--- config.mk ---
export PLATFORM = sky130hd
export DESIGN_NAME = i2c_slave
export DESIGN_NICKNAME = d
export VERILOG_FILES = /design/src/rtl/i2c_slave.sv
export SDC_FILE = /design/constraint.sdc
export NUM_CORES = 1
export LEC_CHECK = 0
export CAP_MARGIN = 0
export CORE_MARGIN = 3
export CORE_UTILIZATION = 50
export DETAILED_ROUTE_END_ITERATION = 8
export HOLD_SLACK_MARGIN = 0.15
export PLACE_DENSITY = 0.73
export SYNTH_ARGS = -nofsm -noshare
export SYNTH_HDL_FRONTEND = slang
export SYNTH_SLANG_ARGS = --single-unit
--- constraint.sdc ---
create_clock -name clk -period 2.35 [get_ports clk]
set_input_delay 0.235 -clock clk [delete_from_list [all_inputs] [get_ports clk]]
set_output_delay 0.235 -clock clk [all_outputs]
set_load 0.01 [all_outputs]
--- src/rtl/i2c_slave.sv ---
// I2C target with oversampled SCL/SDA, START/STOP detection and 7-bit address match.
// Write bytes are received and ACKed; read bytes come from tx_data. SDA is open-drain via sda_oe.
`timescale 1ns/1ps
module i2c_slave #(
  parameter logic [6:0] SLAVE_ADDR  = 7'h50,
  parameter int         SYNC_STAGES = 2
) (
  input  logic       clk,
  input  logic       rst,
  input  logic       scl_i,
  input  logic       sda_i,
  output logic       sda_oe,
  output logic [7:0] rx_data,
  output logic       rx_valid,
  input  logic [7:0] tx_data,
  output logic       tx_req,
  output logic       busy
);

  localparam logic [2:0] S_IDLE      = 3'd0;
  localparam logic [2:0] S_ADDR      = 3'd1;
  localparam logic [2:0] S_ADDR_ACK  = 3'd2;
  localparam logic [2:0] S_WRITE     = 3'd3;
  localparam logic [2:0] S_WRITE_ACK = 3'd4;
  localparam logic [2:0] S_READ      = 3'd5;
  localparam logic [2:0] S_READ_ACK  = 3'd6;
  localparam logic [2:0] S_WAIT_STOP = 3'd7;

  logic [SYNC_STAGES-1:0] r_scl_sync;
  logic [SYNC_STAGES-1:0] r_sda_sync;
  logic                   r_scl_d;
  logic                   r_sda_d;

  logic [2:0] r_state;
  logic [2:0] r_bit_cnt;
  logic       r_bit_done;
  logic [7:0] r_shift;
  logic       r_rw;
  logic       r_match;
  logic       r_sda_oe;
  logic [7:0] r_rx_data;
  logic       r_rx_valid;
  logic       r_tx_req;
  logic       r_busy;

  logic       w_scl_s;
  logic       w_sda_s;
  logic       w_scl_rise;
  logic       w_scl_fall;
  logic       w_start;
  logic       w_stop;
  logic [7:0] w_shift_in;

  // Idle bus is high, so the synchronizers reset to 1 to avoid phantom edges.
  always_ff @(posedge clk or posedge rst) begin
    if (rst) begin
      r_scl_sync <= '1;
      r_sda_sync <= '1;
      r_scl_d    <= 1'b1;
      r_sda_d    <= 1'b1;
    end else begin
      r_scl_sync <= {r_scl_sync[SYNC_STAGES-2:0], scl_i};
      r_sda_sync <= {r_sda_sync[SYNC_STAGES-2:0], sda_i};
      r_scl_d    <= w_scl_s;
      r_sda_d    <= w_sda_s;
    end
  end

  assign w_scl_s    = r_scl_sync[SYNC_STAGES-1];
  assign w_sda_s    = r_sda_sync[SYNC_STAGES-1];
  assign w_scl_rise = w_scl_s & ~r_scl_d;
  assign w_scl_fall = ~w_scl_s & r_scl_d;
  assign w_start    = r_sda_d & ~w_sda_s & w_scl_s & r_scl_d;
  assign w_stop     = ~r_sda_d & w_sda_s & w_scl_s & r_scl_d;
  assign w_shift_in = {r_shift[6:0], w_sda_s};

  always_ff @(posedge clk or posedge rst) begin
    if (rst) begin
      r_state    <= S_IDLE;
      r_bit_cnt  <= 3'd0;
      r_bit_done <= 1'b0;
      r_shift    <= 8'h00;
      r_rw       <= 1'b0;
      r_match    <= 1'b0;
      r_sda_oe   <= 1'b0;
      r_rx_data  <= 8'h00;
      r_rx_valid <= 1'b0;
      r_tx_req   <= 1'b0;
      r_busy     <= 1'b0;
    end else begin
      r_rx_valid <= 1'b0;
      r_tx_req   <= 1'b0;
      if (w_stop) begin
        r_state    <= S_IDLE;
        r_sda_oe   <= 1'b0;
        r_busy     <= 1'b0;
        r_bit_cnt  <= 3'd0;
        r_bit_done <= 1'b0;
      end else if (w_start) begin
        r_state    <= S_ADDR;
        r_sda_oe   <= 1'b0;
        r_bit_cnt  <= 3'd0;
        r_bit_done <= 1'b0;
      end else begin
        case (r_state)
          S_IDLE: begin
            r_sda_oe <= 1'b0;
          end

          // The SCL fall right after START is ignored because no bit is done yet.
          S_ADDR: begin
            if (w_scl_rise && !r_bit_done) begin
              r_shift   <= w_shift_in;
              r_bit_cnt <= r_bit_cnt + 3'd1;
              if (r_bit_cnt == 3'd7) begin
                r_bit_done <= 1'b1;
                r_match    <= (w_shift_in[7:1] == SLAVE_ADDR);
                r_rw       <= w_sda_s;
              end
            end else if (w_scl_fall && r_bit_done) begin
              r_bit_done <= 1'b0;
              r_bit_cnt  <= 3'd0;
              if (r_match) begin
                r_sda_oe <= 1'b1;
                r_busy   <= 1'b1;
                r_state  <= S_ADDR_ACK;
              end else begin
                r_state  <= S_WAIT_STOP;
              end
            end
          end

          S_ADDR_ACK: begin
            if (w_scl_rise && r_rw) begin
              r_tx_req <= 1'b1;
            end else if (w_scl_fall) begin
              r_bit_cnt  <= 3'd0;
              r_bit_done <= 1'b0;
              if (r_rw) begin
                r_shift  <= tx_data;
                r_sda_oe <= ~tx_data[7];
                r_state  <= S_READ;
              end else begin
                r_sda_oe <= 1'b0;
                r_state  <= S_WRITE;
              end
            end
          end

          S_WRITE: begin
            if (w_scl_rise && !r_bit_done) begin
              r_shift   <= w_shift_in;
              r_bit_cnt <= r_bit_cnt + 3'd1;
              if (r_bit_cnt == 3'd7) begin
                r_bit_done <= 1'b1;
                r_rx_data  <= w_shift_in;
                r_rx_valid <= 1'b1;
              end
            end else if (w_scl_fall && r_bit_done) begin
              r_bit_done <= 1'b0;
              r_bit_cnt  <= 3'd0;
              r_sda_oe   <= 1'b1;
              r_state    <= S_WRITE_ACK;
            end
          end

          S_WRITE_ACK: begin
            if (w_scl_fall) begin
              r_sda_oe   <= 1'b0;
              r_bit_cnt  <= 3'd0;
              r_bit_done <= 1'b0;
              r_state    <= S_WRITE;
            end
          end

          // Bit 7 is already on the bus on entry; each fall advances one bit.
          S_READ: begin
            if (w_scl_fall) begin
              if (r_bit_cnt == 3'd7) begin
                r_bit_cnt <= 3'd0;
                r_sda_oe  <= 1'b0;
                r_state   <= S_READ_ACK;
              end else begin
                r_bit_cnt <= r_bit_cnt + 3'd1;
                r_sda_oe  <= ~r_shift[6];
                r_shift   <= {r_shift[6:0], 1'b0};
              end
            end
          end

          S_READ_ACK: begin
            if (w_scl_rise) begin
              if (!w_sda_s) begin
                r_tx_req <= 1'b1;
              end else begin
                r_busy  <= 1'b0;
                r_state <= S_WAIT_STOP;
              end
            end else if (w_scl_fall) begin
              r_shift   <= tx_data;
              r_sda_oe  <= ~tx_data[7];
              r_bit_cnt <= 3'd0;
              r_state   <= S_READ;
            end
          end

          S_WAIT_STOP: begin
            r_sda_oe <= 1'b0;
          end

          default: begin
            r_state  <= S_IDLE;
            r_sda_oe <= 1'b0;
          end
        endcase
      end
    end
  end

  assign sda_oe   = r_sda_oe;
  assign rx_data  = r_rx_data;
  assign rx_valid = r_rx_valid;
  assign tx_req   = r_tx_req;
  assign busy     = r_busy;

endmodule

==> implementation parameters <==
Parameter                              Value

Setup path
  Critical Path Sink Type ... flip-flop
  Depth of the worst register-to-register path ... 9
  Kind of start point of the critical path ... flip-flop
  Reg2Reg Setup Slack ... 0.16 ns
  Last element of the critical path ... r_state[0]
  Setup CP Type ... reg2reg
  Beginning of the worst register-to-register path ... r_scl_d
  Reg-to-reg endpoint ... r_state[0]
  Required time of the critical path ... 2.56 ns
  Crit path launch ... r_scl_d
  Crit path max fanout ... 7
  Data arrival time of the critical path ... 2.40 ns

Layout
  Area of all sequential standard cells ... 858 um^2
  Antenna cell count ... 0
  Multi-input logic area ... 941 um^2
  Ratio of cells with drive above 1 in the final layout ... 24.5%
  Non-Filler Instances ... 262
  Layout Area Growth over Synthesis ... 21.4%
  Number of nets in the finished design ... 231
  # fillers ... 295

Logic synthesis
  Most numerous cell in the Yosys netlist ... dfrtp_1
  Cell area after synthesis ... 0.00188 mm^2
  Flip-flop and latch count after synthesis ... 34
  Synth area leaders ... dfrtp_1 (37%), mux2_2 (11%), dfstp_2 (8.4%), mux2i_1 (3.7%), o21ai_0 (3.5%)
  Sequential-to-total area share from yosys stat ... 45.6%
  Synth Warn # ... 0
  Cell type contributing the most total cell area after synthesis ... dfrtp_1
  Synthesized area per cell ... 10.3 um^2
  Commonest cells post-synth ... dfrtp_1 (28), mux2_2 (18), nor2_1 (16)
  Area share of the largest cell type after synthesis ... 37.2%
  Syn nets ... 199
  Synth async-reset ratio ... 100%
  Commonest register cell after synthesis ... dfrtp_1
  Number of standard cells after synthesis ... 183
  EDFF count, synth ... 0
  Number of distinct library cells after synthesis ... 48

Timing
  RSZ-0062 raised after global routing ... no
  Number of pins exceeding their max-slew limit in the final report ... 0
  Fmax achieved ... 457 MHz
  Hold Violations, Final ... 0
  Skew final ... 0.00851 ns
  Final cycle utilization of the critical path ... 93.1%
  Setup TNS after final layout ... 0 ns
  Relative slew margins ... 70.4%
  Number of setup violations in the final report ... 0
  Final setup margin ... 0.162 ns
  Actual slew at the worst max-slew pin ... 0.444 ns
  Min cycle time layout ... 2.19 ns

Routing
  Number of detailed-routing iterations run before antenna repair ... 4
  Post-detailed-route via-to-cell ratio ... 5.99
  Violation count after the first detailed-routing iteration ... 216
  DRC violation count after routing ... 0
  Antenna-violating nets left ... 0
  Routed wire length per instance ... 17.0 um
  Routed vias ... 1,569
  Post-detailed-routing wire length ... 4450 um

Floorplan
  Row count ... 21
  Area of the die ... 0.00454 mm^2
  Die Wd ... 67.4 um
  Vertical extent of the die ... 67.4 um
  Core ar. ... 0.00347 mm^2
  Number of ports placed on the die boundary ... 24
  Effective utilization at floorplan ... 54.3%

Pwr
  Maximum vdd ir drop ... 482 uV
  Tot Pwr ... 2470 uW
  Leakage power summed over all cells ... 0.00102 uW
  Cell area power density ... 1080 mW/mm^2

Hold path
  Min-delay worst type ... in2async

GRT
  Number of global-route vias before repair ... 1,578
  Total global routing overflow ... 0
  Number of antenna violations at the first check in global routing ... 0
  Global-route wire length before repair ... 7470 um
  Maximum number of pins on one net before global-route repair ... 35
  Gr usage total ... 22.4%

Placed design
  Dpl hpwl ... 3170 um
  Port buffer count ... 23
  Placer Congestion ... 0.979
  Total instance count after detailed placement ... 254
  Setup WS pre-CTS ... 0.150 ns

Clock network
  Clock H-tree levels ... 2
  Number of buffers added by the clock tree synthesis step ... 5
  TritonCTS clock tree ... yes
  CTS max path bufs ... 2
  Clock slew seen by the registers of the worst setup and hold paths ... 0.07 ns
  Number of hold buffers added after CTS ... 0
  Clock Sinks ... 34
  Post-CTS Repair Setup Buffers ... 0
  CTS Root Buffer Type ... clkbuf_8
  Clock Latency Late Sink ... 0.29 ns

Run
  Max_cap viols ... 0

Run status
  Run status ... finished, final reports clean
## logic make-up after synthesis
group	synth area share (%)
simple gates	13.9
compound gates	18.1
flops	45.6
mux	14.5
buf+inv	4.85
fa+ha+maj	2.66
xor+xnor	0.465
## how the worst min path moves through the flow
stage | endpoint | slack [ns] | depth (start not counted)
2_1_floorplan | r_scl_sync[0] | 0.24 | 0
3_3_place_gp | r_scl_sync[1] | 0.35 | 0
3_5_place_dp | r_scl_sync[1] | 0.35 | 0
4_1_cts | r_rw | 0.35 | 3
5_1_grt | r_sda_sync[0] | 0.35 | 1
6_report | r_state[2] | 0.35 | 3
## state kept, by name, indices dropped and copies added (netlist names), 2 cells and up
name,count
r_bit_cnt,3
r_scl_sync,2
r_sda_sync,2
r_shift,7
r_state,3
rx_data,8
## worst max-delay path: stages (launching register included)
cell and delay [ns]:
dfstp_2 0.55, inv_1 0.08, ha_1 0.22, buf_4 0.17, nand2_1 0.10, nor3_2 0.07
a221oi_2 0.25, o211a_4 0.25, mux2i_1 0.23, a2bb2oi_1 0.18
## routing by layer
metal	GRT usage, %	part of all wire, %	vias to the layer above
met5	0	0	-
met1	27.0	40	742
met3	4.99	7.8	18
met4	12.2	3.7	0
met2	37.2	48	85
li1	-	-	724
## report_power, final
part | switching (uW) | internal [uW]
Combinational | 618 | 568
Clock | 212 | 205
Sequential | 155 | 708
## timing repair
item,in CTS,in global routing
endpoints found under the hold margin,0,0
setup endpoints to repair,0,1
resized for setup,0,1
## placed cells by master (no fill, tap or decap), types with 2 or more instances in the layout
| cell | n |
|---|---|
| mux2i_1 | 7 |
| nor2_1 | 16 |
| buf_4 | 11 |
| a221oi_2 | 2 |
| o31ai_1 | 2 |
| a21oi_1 | 11 |
| o21ai_0 | 13 |
| clkdlybuf4s50_1 | 23 |
| a2bb2oi_1 | 2 |
| clkbuf_8 | 5 |
| clkinv_2 | 2 |
| nor3_1 | 4 |
| a31oi_1 | 3 |
| a22oi_1 | 3 |
| inv_1 | 9 |
| nor2_2 | 2 |
| dfrtp_1 | 28 |
| nand2_1 | 13 |
| nand2b_1 | 2 |
| dfstp_2 | 6 |
| a211oi_1 | 3 |
| nand3_1 | 3 |
| mux2_2 | 18 |
| ha_1 | 4 |
## cell type report
type	count	share of cell area, %
Timing Repair Buffer	34	13.7
Tap cell	46	2.52
Clock inverter	2	0.438
Inverter	9	1.48
Multi-Input combinational cell	131	41.2
Clock buffer	6	3.17
Sequential cell	34	37.5
## per-stage QoR
step	instance area (um^2)	utilization (%)	hold WS (ns)
after floorplan	1880	-	0.239
after global placement	2200	63.3	0.346
after detailed placement	2200	63.3	0.347
after CTS	2280	65.7	0.353
after global routing	2290	65.9	0.354
final	2290	65.9	0.349
(Power assumes the default switching activity.)
